$ cat src/rtl/mem_pkg.sv
// Shared types and constants for the memory access unit: FSM states, access
// size encodings, word geometry and small lane helpers.
package mem_pkg;

  localparam int REG_SIZE        = 32;
  localparam int ADDRESS_SPACE_W = 256;
  localparam int WORD_BYTES      = REG_SIZE / 8;
  localparam int LANE_W          = $clog2(WORD_BYTES);

  typedef enum logic [2:0] {
    IDLE,
    ACCESS,
    WAIT,
    MERGE_WR,
    RESP
  } mem_state_t;

  typedef enum logic [1:0] {
    SIZE_BYTE = 2'd0,
    SIZE_HALF = 2'd1,
    SIZE_WORD = 2'd2
  } mem_size_t;

  // Right-aligned data mask for an access size; unknown encodings act as word.
  function automatic logic [REG_SIZE-1:0] size_mask(input logic [1:0] size);
    case (size)
      SIZE_BYTE: size_mask = {{(REG_SIZE-8){1'b0}}, 8'hFF};
      SIZE_HALF: size_mask = {{(REG_SIZE-16){1'b0}}, 16'hFFFF};
      default:   size_mask = '1;
    endcase
  endfunction

  function automatic logic misaligned(input logic [1:0] size, input logic [LANE_W-1:0] lane);
    case (size)
      SIZE_BYTE: misaligned = 1'b0;
      SIZE_HALF: misaligned = lane[0];
      default:   misaligned = (lane != '0);
    endcase
  endfunction

endpackage

$ cat src/rtl/mem_access_unit_if.sv
// Core request/response channels plus the single-port memory bus.
// master = core and memory side, slave = the access unit.
interface mem_access_unit_if;

  logic                         req_valid;
  logic                         req_ready;
  logic                         req_write;
  logic [1:0]                   req_size;
  logic [mem_pkg::REG_SIZE-1:0] req_addr;
  logic [mem_pkg::REG_SIZE-1:0] req_wdata;

  logic                         resp_valid;
  logic                         resp_ready;
  logic [mem_pkg::REG_SIZE-1:0] resp_rdata;
  logic                         resp_err;

  logic                         mem_EN;
  logic                         mem_RW;
  logic [mem_pkg::REG_SIZE-1:0] mem_addr;
  logic [mem_pkg::REG_SIZE-1:0] mem_wdata;
  logic [mem_pkg::REG_SIZE-1:0] mem_rdata;

  modport master (
    output req_valid, req_write, req_size, req_addr, req_wdata, resp_ready, mem_rdata,
    input  req_ready, resp_valid, resp_rdata, resp_err, mem_EN, mem_RW, mem_addr, mem_wdata
  );

  modport slave (
    input  req_valid, req_write, req_size, req_addr, req_wdata, resp_ready, mem_rdata,
    output req_ready, resp_valid, resp_rdata, resp_err, mem_EN, mem_RW, mem_addr, mem_wdata
  );

endinterface

$ cat src/rtl/mem_lane_align.sv
// Combinational byte-lane extract (zero-extended) and read-modify-write merge.
// Present only when SUBWORD_ACCESS_EN is defined.
`ifdef SUBWORD_ACCESS_EN
module mem_lane_align
  import mem_pkg::*;
(
  input  logic [REG_SIZE-1:0] word,
  input  logic [1:0]          size,
  input  logic [LANE_W-1:0]   lane,
  input  logic [REG_SIZE-1:0] wdata,
  output logic [REG_SIZE-1:0] extracted,
  output logic [REG_SIZE-1:0] merged
);

  logic [REG_SIZE-1:0] mask;
  logic [LANE_W+2:0]   shift;

  assign shift     = {lane, 3'b000};
  assign mask      = size_mask(size);
  assign extracted = (word >> shift) & mask;
  assign merged    = (word & ~(mask << shift)) | ((wdata & mask) << shift);

endmodule
`endif

$ cat src/rtl/mem_access_unit.sv
// Initiator for a single-port synchronous memory: one load/store at a time,
// sub-word read-modify-write when SUBWORD_ACCESS_EN is defined.
module mem_access_unit
  import mem_pkg::*;
#(
  parameter int ADDR_LIMIT = ADDRESS_SPACE_W
) (
  input logic           clk,
  input logic           rst,
  mem_access_unit_if.slave bus
);

  mem_state_t          state;
  logic                lat_write;
  logic                lat_full;
  logic [1:0]          lat_size;
  logic [LANE_W-1:0]   lat_lane;
  logic [REG_SIZE-1:0] lat_addr;
  logic [REG_SIZE-1:0] lat_wdata;

  logic                mem_en_q;
  logic                mem_rw_q;
  logic [REG_SIZE-1:0] mem_addr_q;
  logic [REG_SIZE-1:0] mem_wdata_q;

  logic                resp_valid_q;
  logic                resp_err_q;
  logic [REG_SIZE-1:0] resp_rdata_q;

  logic [REG_SIZE-1:0] word_idx;
  logic [LANE_W-1:0]   lane;
  logic                full_word;
  logic                req_err;
  logic [REG_SIZE-1:0] load_data;
  logic [REG_SIZE-1:0] merged_word;

`ifdef SUBWORD_ACCESS_EN
  assign word_idx  = bus.req_addr >> LANE_W;
  assign lane      = bus.req_addr[LANE_W-1:0];
  assign full_word = (bus.req_size != SIZE_BYTE) && (bus.req_size != SIZE_HALF);
  assign req_err   = (word_idx >= REG_SIZE'(ADDR_LIMIT)) || misaligned(bus.req_size, lane);

  mem_lane_align u_lane_align (
    .word      (bus.mem_rdata),
    .size      (lat_size),
    .lane      (lat_lane),
    .wdata     (lat_wdata),
    .extracted (load_data),
    .merged    (merged_word)
  );
`else
  assign word_idx    = bus.req_addr;
  assign lane        = '0;
  assign full_word   = 1'b1;
  assign req_err     = (word_idx >= REG_SIZE'(ADDR_LIMIT));
  assign load_data   = bus.mem_rdata;
  assign merged_word = lat_wdata;

  logic unused_size;
  assign unused_size = ^{bus.req_size, lat_size, lat_lane};
`endif

  // NOTE: reset is applied combinationally to mem_EN so a reset landing in an
  // access cycle never reaches the memory; the registered enable clears one edge later.
  assign bus.mem_EN     = mem_en_q & ~rst;
  assign bus.mem_RW     = mem_rw_q;
  assign bus.mem_addr   = mem_addr_q;
  assign bus.mem_wdata  = mem_wdata_q;
  assign bus.req_ready  = (state == IDLE) & ~rst;
  assign bus.resp_valid = resp_valid_q;
  assign bus.resp_rdata = resp_rdata_q;
  assign bus.resp_err   = resp_err_q;

  // NOTE: all state uses non-blocking assignments so every branch sees the
  // pre-edge values and the whole FSM updates atomically at the clock edge.
  always_ff @(posedge clk) begin
    if (rst) begin
      state        <= IDLE;
      lat_write    <= 1'b0;
      lat_full     <= 1'b0;
      lat_size     <= '0;
      lat_lane     <= '0;
      lat_addr     <= '0;
      lat_wdata    <= '0;
      mem_en_q     <= 1'b0;
      mem_rw_q     <= 1'b0;
      mem_addr_q   <= '0;
      mem_wdata_q  <= '0;
      resp_valid_q <= 1'b0;
      resp_err_q   <= 1'b0;
      resp_rdata_q <= '0;
    end else begin
      case (state)
        IDLE: begin
          if (bus.req_valid) begin
            lat_write <= bus.req_write;
            lat_full  <= full_word;
            lat_size  <= bus.req_size;
            lat_lane  <= lane;
            lat_addr  <= word_idx;
            lat_wdata <= bus.req_wdata;
            if (req_err) begin
              resp_valid_q <= 1'b1;
              resp_err_q   <= 1'b1;
              resp_rdata_q <= '0;
              state        <= RESP;
            end else begin
              mem_en_q    <= 1'b1;
              mem_addr_q  <= word_idx;
              mem_rw_q    <= bus.req_write && full_word;
              mem_wdata_q <= (bus.req_write && full_word) ? bus.req_wdata : '0;
              state       <= ACCESS;
            end
          end
        end

        ACCESS: begin
          mem_en_q    <= 1'b0;
          mem_rw_q    <= 1'b0;
          mem_addr_q  <= '0;
          mem_wdata_q <= '0;
          if (lat_write && lat_full) begin
            resp_valid_q <= 1'b1;
            resp_err_q   <= 1'b0;
            resp_rdata_q <= '0;
            state        <= RESP;
          end else begin
            state <= WAIT;
          end
        end

        // mem_rdata now holds the word read in ACCESS.
        WAIT: begin
          if (lat_write) begin
            mem_en_q    <= 1'b1;
            mem_rw_q    <= 1'b1;
            mem_addr_q  <= lat_addr;
            mem_wdata_q <= merged_word;
            state       <= MERGE_WR;
          end else begin
            resp_valid_q <= 1'b1;
            resp_err_q   <= 1'b0;
            resp_rdata_q <= load_data;
            state        <= RESP;
          end
        end

        MERGE_WR: begin
          mem_en_q     <= 1'b0;
          mem_rw_q     <= 1'b0;
          mem_addr_q   <= '0;
          mem_wdata_q  <= '0;
          resp_valid_q <= 1'b1;
          resp_err_q   <= 1'b0;
          resp_rdata_q <= '0;
          state        <= RESP;
        end

        RESP: begin
          if (bus.resp_ready) begin
            resp_valid_q <= 1'b0;
            state        <= IDLE;
          end
        end

        default: state <= IDLE;
      endcase
    end
  end

endmodule

$ cat src/flat_wrapper.sv
// flat-port wrapper written by rule: the top's interface ports become plain ports
module mem_access_unit_flat import mem_pkg::*;
#(
  parameter int ADDR_LIMIT = ADDRESS_SPACE_W
)
  (clk, rst, bus_req_valid, bus_req_write, bus_req_size, bus_req_addr, bus_req_wdata, bus_resp_ready, bus_mem_rdata, bus_req_ready, bus_resp_valid, bus_resp_rdata, bus_resp_err, bus_mem_EN, bus_mem_RW, bus_mem_addr, bus_mem_wdata);
  mem_access_unit_if bus_i ();
  input logic clk;
  input logic rst;
  input wire logic [$bits(bus_i.req_valid)-1:0] bus_req_valid;
  input wire logic [$bits(bus_i.req_write)-1:0] bus_req_write;
  input wire logic [$bits(bus_i.req_size)-1:0] bus_req_size;
  input wire logic [$bits(bus_i.req_addr)-1:0] bus_req_addr;
  input wire logic [$bits(bus_i.req_wdata)-1:0] bus_req_wdata;
  input wire logic [$bits(bus_i.resp_ready)-1:0] bus_resp_ready;
  input wire logic [$bits(bus_i.mem_rdata)-1:0] bus_mem_rdata;
  output wire logic [$bits(bus_i.req_ready)-1:0] bus_req_ready;
  output wire logic [$bits(bus_i.resp_valid)-1:0] bus_resp_valid;
  output wire logic [$bits(bus_i.resp_rdata)-1:0] bus_resp_rdata;
  output wire logic [$bits(bus_i.resp_err)-1:0] bus_resp_err;
  output wire logic [$bits(bus_i.mem_EN)-1:0] bus_mem_EN;
  output wire logic [$bits(bus_i.mem_RW)-1:0] bus_mem_RW;
  output wire logic [$bits(bus_i.mem_addr)-1:0] bus_mem_addr;
  output wire logic [$bits(bus_i.mem_wdata)-1:0] bus_mem_wdata;
  assign bus_i.req_valid = bus_req_valid;
  assign bus_i.req_write = bus_req_write;
  assign bus_i.req_size = bus_req_size;
  assign bus_i.req_addr = bus_req_addr;
  assign bus_i.req_wdata = bus_req_wdata;
  assign bus_i.resp_ready = bus_resp_ready;
  assign bus_i.mem_rdata = bus_mem_rdata;
  assign bus_req_ready = bus_i.req_ready;
  assign bus_resp_valid = bus_i.resp_valid;
  assign bus_resp_rdata = bus_i.resp_rdata;
  assign bus_resp_err = bus_i.resp_err;
  assign bus_mem_EN = bus_i.mem_EN;
  assign bus_mem_RW = bus_i.mem_RW;
  assign bus_mem_addr = bus_i.mem_addr;
  assign bus_mem_wdata = bus_i.mem_wdata;
  mem_access_unit #(.ADDR_LIMIT(ADDR_LIMIT)) u_core (.clk(clk), .rst(rst), .bus(bus_i));
endmodule
$ cat config.mk
export PLATFORM = sky130hd
export DESIGN_NAME = mem_access_unit_flat
export DESIGN_NICKNAME = d
export VERILOG_FILES = /design/src/rtl/mem_pkg.sv /design/src/rtl/mem_access_unit_if.sv /design/src/rtl/mem_lane_align.sv /design/src/rtl/mem_access_unit.sv /design/src/flat_wrapper.sv
export SDC_FILE = /design/constraint.sdc
export NUM_CORES = 1
export LEC_CHECK = 0
export BUFFER_PORTS_ARGS = -buffer_cell sky130_fd_sc_hd__buf_2
export CORE_ASPECT_RATIO = 1.25
export CORE_MARGIN = 1
export CORE_UTILIZATION = 40
export DETAILED_ROUTE_END_ITERATION = 8
export GPL_TIMING_DRIVEN = 0
export PLACE_DENSITY = 0.64
export REMOVE_ABC_BUFFERS = 1
export SLEW_MARGIN = 30
export SYNTH_ARGS = -nofsm -noshare
export SYNTH_HDL_FRONTEND = slang
export SYNTH_HIERARCHICAL = 1
export SYNTH_SLANG_ARGS = --single-unit
export TNS_END_PERCENT = 5
$ cat constraint.sdc
create_clock -name clk -period 4.68 [get_ports clk]
set_input_delay 0.468 -clock clk [delete_from_list [all_inputs] [get_ports clk]]
set_output_delay 0.468 -clock clk [all_outputs]
set_load 0.02 [all_outputs]
==> Word level (Yosys, flattened, before mapping) <==
Index checks and enable logic that the tools add are counted.
{ "totals": {"out_inout_bits": 101, "regBits": 169, "elab_cells": 74, "input_bits": 103} }
{ "classes": {"eq_ne": 11, "bitwise_logic": 3, "n_lt_le_gt_ge": 1, "reduce_logical": 11, "mux": 36} }
{ "op_table": {"columns": ["op", "count"], "rows": [
  ["2-to-1 mux 32 bit", 11],
  ["one-hot mux 32 bit (3 select lines)", 2],
  ["one-hot mux 32 bit (4 select lines)", 1],
  ["greater-or-equal comparator 32 x 9 -> 1 bit, second input constant", 1],
  ["2-to-1 mux 3 bit", 5],
  ["one-hot mux 3 bit (5 select lines)", 1],
  ["2-to-1 mux 1 bit", 12],
  ["inequality test 2 bit, second input constant", 4],
  ["== test 3 x 2 -> 1 bit, second input constant", 2],
  ["inequality test 2 x 1 -> 1 bit, second input constant", 3],
  ["one-hot mux 1 bit (3 select lines)", 2],
  ["AND reduction 6 bit", 1],
  ["one-hot mux 1 bit (5 select lines)", 1],
  ["AND reduction 5 bit", 1],
  ["nonzero test 5 bit", 1],
  ["one-hot mux 1 bit (4 select lines)", 1],
  ["AND reduction 2 bit", 2],
  ["AND reduction 4 bit", 1],
  ["nonzero test 4 bit", 1],
  ["== test 3 x 1 -> 1 bit, second input constant", 1],
  ["== test 3 bit, second input constant", 1],
  ["logical NOT 3 bit", 1],
  ["nonzero test 3 bit", 1],
  ["bitwise AND 1 bit", 2],
  ["3 further kinds", 3]
]} }

==> Logic depth before layout (Yosys ltp) <==
{ "depth": {"word_depth": 4, "depth_mapped": 7, "mapped_depth_nobuf": 4} }

==> Least setup slack after synthesis <==
Ideal clock, no wire load.
{ "synth_path": {"path_type": "input -> register", "from": "in bus_req_addr[11]", "to": "reg u_core.mem_rw_q (netlist: u_core/bus.mem_RW)", "t_required_ps": 4534, "setup_time_ps": 146, "path_slack_ps": 2634, "arrival_ps": 1900, "stages": 6, "n_path_buf": 2, "cell_sequence": "or4_1 o32ai_4 and2_4 buf_6 buf_6 a211oi_2"} }
{ "synth_between": {"elab_chain_len": 3} }
{ "synth_rtl": {"columns": ["element", "line", "text"], "rows": [
  ["from (decl)", "flat_wrapper.sv:13", "input wire logic [$bits(bus_i.req_addr)-1:0] bus_req_addr;"],
  ["greater-or-equal comparator 32 x 9 -> 1 bit", "mem_access_unit.sv:55", "assign req_err = (word_idx >= REG_SIZE'(ADDR_LIMIT));"],
  ["inequality test 2 bit (no source line)", null, null],
  ["AND reduction 4 bit (no source line)", null, null],
  ["to (signal assigned)", "mem_access_unit.sv:110", "mem_rw_q <= bus.req_write && full_word;"],
  ["to (decl)", "mem_access_unit.sv:22", "logic mem_rw_q;"]
]} }
Every way passes these cells.
A chain may end at the register's enable or synchronous reset.

==> Final worst setup path <==
{ "layout_path": {"from": "reg u_core.state[2]", "to": "reg u_core.mem_addr_q[17] (netlist: u_core/bus.mem_addr[17])"} }
{ "layout_between": {"elab_chain_len": 4, "elab_cells_between_ends": 11, "cone_classes": "6 x eq/ne; 1 x mux; 4 x reduce/logical"} }
{ "layout_rtl": {"columns": ["element", "line", "text"], "rows": [
  ["from (decl)", "mem_access_unit.sv:13", "mem_state_t state;"],
  ["from (signal assigned)", "mem_access_unit.sv:78", "state <= IDLE;"],
  ["from (signal assigned)", "mem_access_unit.sv:106", "state <= RESP;"],
  ["from (signal assigned)", "mem_access_unit.sv:112", "state <= ACCESS;"],
  ["== test 3 x 2 -> 1 bit / == test 3 x 1 -> 1 bit (equally long branches)", "mem_access_unit.sv:93", "case (state)"],
  ["OR reduction 2 bit (no source line)", null, null],
  ["nonzero test 3 bit (no source line)", null, null],
  ["AND reduction 4 bit (no source line)", null, null],
  ["to (signal assigned)", "mem_access_unit.sv:109", "mem_addr_q <= word_idx;"],
  ["to (signal assigned)", "mem_access_unit.sv:137", "mem_addr_q <= lat_addr;"],
  ["to (decl)", "mem_access_unit.sv:23", "logic [REG_SIZE-1:0] mem_addr_q;"]
]} }
Parallel ways exist; a longest one is shown, timed or not.

==> run metrics <==
RSZ-0062 raised after global routing=false; DP Cell Count=about 1.1k; initial DRC count=about 250; DRC Markers=0; final count of hold timing violations=0; clk root buf=clkbuf_16; DR vias/cell=~5.3; clock net sink count=between 150 and 200; PnR worst setup slack=roughly 1700 ps; DRT Pass-1 Iters=7; Non-Filler Instances=roughly 1.2k; NumNets Final=~1.0k; most common cell in the netlist=nand2_1; GRT Overall Usage=20.8%; fmax=roughly 0.34 GHz; IO buf count=between 200 and 250; RR Startpoint=u_core/state[2]$_SDFFE_PP0P_; Ys Warns=6; Commonest cells post-synth=nand2_1 (196), dfxtp_1 (169), a21oi_1 (134); Pwr Density=352 nW/um^2; largest net degree at the start of global routing=88; GR Overflow Total=0; depth of the worst register-to-register path=6; share of the synthesized area in the top cell type=roughly half; clock skew=about 7.7 ps; worst-path fanout max=40; Clock Path Buffers=2; clock slew seen by the registers of the worst setup and hold paths=roughly 70 ps; global-route wire length before repair=around 30 mm; Die Span Y=149 um; setup bufs post-CTS=0; hold worst-path end=u_core/lat_wdata[11]$_SDFFE_PP0P_; crit path kind=flip-flop to flip-flop; Least-Margin Pin Slew=725 ps; synthesized cell area=around 7000 um^2; Worst EP required=around 5000 ps; hold_buf cts=0; Worst Hold Depth=3; HP Class=input pin to flip-flop; Design Power=approximately 3100 uW; via count=roughly 6.2k; XOR/XNOR Fraction of Synth Area=0%; Crit path max-delay family=simple AND/OR/NAND/NOR gates; sequential share of the synthesized area=between 40% and 50%; Critical Path Source Type=flip-flop; Max-slew headroom=between 50 and 60%; final setup fails=0; Max H-tree Level=4; number of I/O pins=204; clk_lat worst skew=420 ps; hpwl dp=12.0 mm; Final min period=around 3000 ps; max incr delay on CP=slightly above 600 ps; Final Cycle Share=a little over three fifths; main area contributors after synthesis=dfxtp_1 (49%), nand2_1 (11%), a21oi_1 (9.6%), a211oi_2 (7.0%), a22oi_1 (6.9%); distinct cell type count after synthesis=39; Final ANT Viol Nets=0; share of layout cells above drive strength 1=between 30% and 40%; EDFF count, synth=0; Synth Area in Simple Gates=between 10 and 15%; CP endpoint kind=flip-flop; Core Rows=53; Pleak=0.00363 uW; cell taking the most area after synthesis=dfxtp_1; vias in the first global route=5872; min-delay src=bus_req_wdata[11]; CP startpoint=u_core/state[2]$_SDFFE_PP0P_; Max Cap Viol=0; mux cell area share after synthesis=about 4.7%; R2R Path End=u_core/bus.mem_addr[17]$_SDFFE_PP0P_; Horiz. Die Dim=120 um; total wire length=18.6 mm; Final Max Slew Viols=0; Layout Area Growth over Synthesis=26.3%; CP max stage cell=o32ai_4; Avg WL per Cell=~16 um; Placeable Area=16900 um^2; syn avg cell area=between 8 and 9 um^2; Main synth FF type=dfxtp_1; CTS tree=done; Adder-Cell Fraction of Synth Area=0%; Post-synth ARST share=0%; # diodes=0; crit path DAT=around 3200 ps; DP Worst Slack=1230 ps; Initial Utilization=approximately two fifths; CTS Buf Count=17; number of gates resized after cts=0; #FFs+latches synth=~170; largest family of logic cells by synthesized area=compound AO/OA/AOI/OAI gates; R2R setup slack=approximately 1700 ps; Max VDD drop=~0.29 mV; antenna violations before repair=2; Die ar.=about 18000 um^2; Cells after Synth=778; Cell Chain, Critical Path=or3b_2, o32ai_4, buf_6, and2_4, buf_16, a211oi_2; outcome=finished, final reports clean; Crit path buffers/inverters=2; GPL Wtd Cong=between 0.7 and 0.8; post-synthesis compound-gate area fraction=roughly 28%
## worst max path at each step
| stage | endpoint | cells past startpoint |
|---|---|---|
| 5_1_grt | u_core/bus.mem_wdata[18]$_SDFFE_PP0P_ | 6 |
| 6_report | u_core/bus.mem_addr[17]$_SDFFE_PP0P_ | 6 |
| 3_3_place_gp | u_core/bus.resp_rdata[2]$_SDFFE_PP0P_ | 4 |
| 4_1_cts | u_core/bus.mem_wdata[18]$_SDFFE_PP0P_ | 5 |
| 3_5_place_dp | u_core/bus.mem_wdata[18]$_SDFFE_PP0P_ | 6 |
| 2_1_floorplan | u_core/bus.resp_rdata[0]$_SDFFE_PP0P_ | 4 |
## power breakdown
part | internal [uW] | switching (uW) | total [uW]
Clock | 763 | 613 | 1380
Combinational | 92.8 | 135 | 228
Sequential | 1470 | 19.6 | 1490
Total | 2330 | 768 | 3100
## sequential cells by signal, indices dropped and copies added, names as in the netlist
register	cells
u_core/bus.resp_rdata	32
u_core/bus.mem_addr	32
u_core/lat_wdata	32
u_core/state	3
u_core/bus.resp_err	1
u_core/lat_addr	32
u_core/bus.mem_wdata	32
u_core/lat_write	1
u_core/lat_full	1
u_core/bus.resp_valid	1
u_core/bus.mem_RW	1
u_core/mem_en_q	1
## metal layers
metal | GRT usage [%] | wire length (um) | part of all wire [%]
met2 | 33.8 | 8910 | 48
met3 | 7.24 | 1620 | 8.7
met4 | 5.06 | 75 | 0.40
met5 | 0 | 0 | 0
met1 | 26.2 | 7980 | 43
## worst reg2reg max path: cells and delay by family (launching register included)
family	cells	cell delay [ps]
buffers and inverters	2	590
flip-flops	1	460
AND/OR/NAND/NOR	2	1000
AO/OA/AOI/OAI	2	760
## layout by cell type (no fill, tap or decap), types with 5 or more instances in the layout
cell       synthesis  layout
nand2_1          196     195
a22oi_1           64      64
a211oi_1          26      26
clkinv_4           0       5
a211oi_2          39      39
mux2i_1           33      33
clkbuf_16          0      17
a21oi_1          134     134
buf_4              3       7
dfxtp_1          169     169
buf_2              9     200
## through the flow
| step | setup TNS (ps) | area (um^2) | utilization, % | hold slack (ps) |
|---|---|---|---|---|
| floorplan | -31040 | 6580 | - | 431 |
| global placement | -362510 | 7860 | 46.5 | 432 |
| detailed placement | 0 | 8180 | 48.4 | 443 |
| CTS | 0 | 8760 | 51.8 | 273 |
| global route | 0 | 8790 | 52.0 | 274 |
| finish | 0 | 8790 | 52.0 | 289 |
## final cells by class
cell class | instances | area, um^2
clock inverters | 13 | 135
inverters | 3 | 12.5
flip-flops and latches | 169 | 3380
clock buffers | 19 | 443
well taps | 220 | 275
fillers | 1628 | 8120
repair buffers | 221 | 1310
multi-input cells | 529 | 3230
## cells by family after synthesis
| kind of cell | count (synthesis) |
|---|---|
| DFF | 169 |
| AOI/OAI and AO/OA | 274 |
| buffers and inverters | 80 |
| muxes | 33 |
| and+or+nand+nor | 222 |
Note: power is estimated with default switching activity, not from simulation.
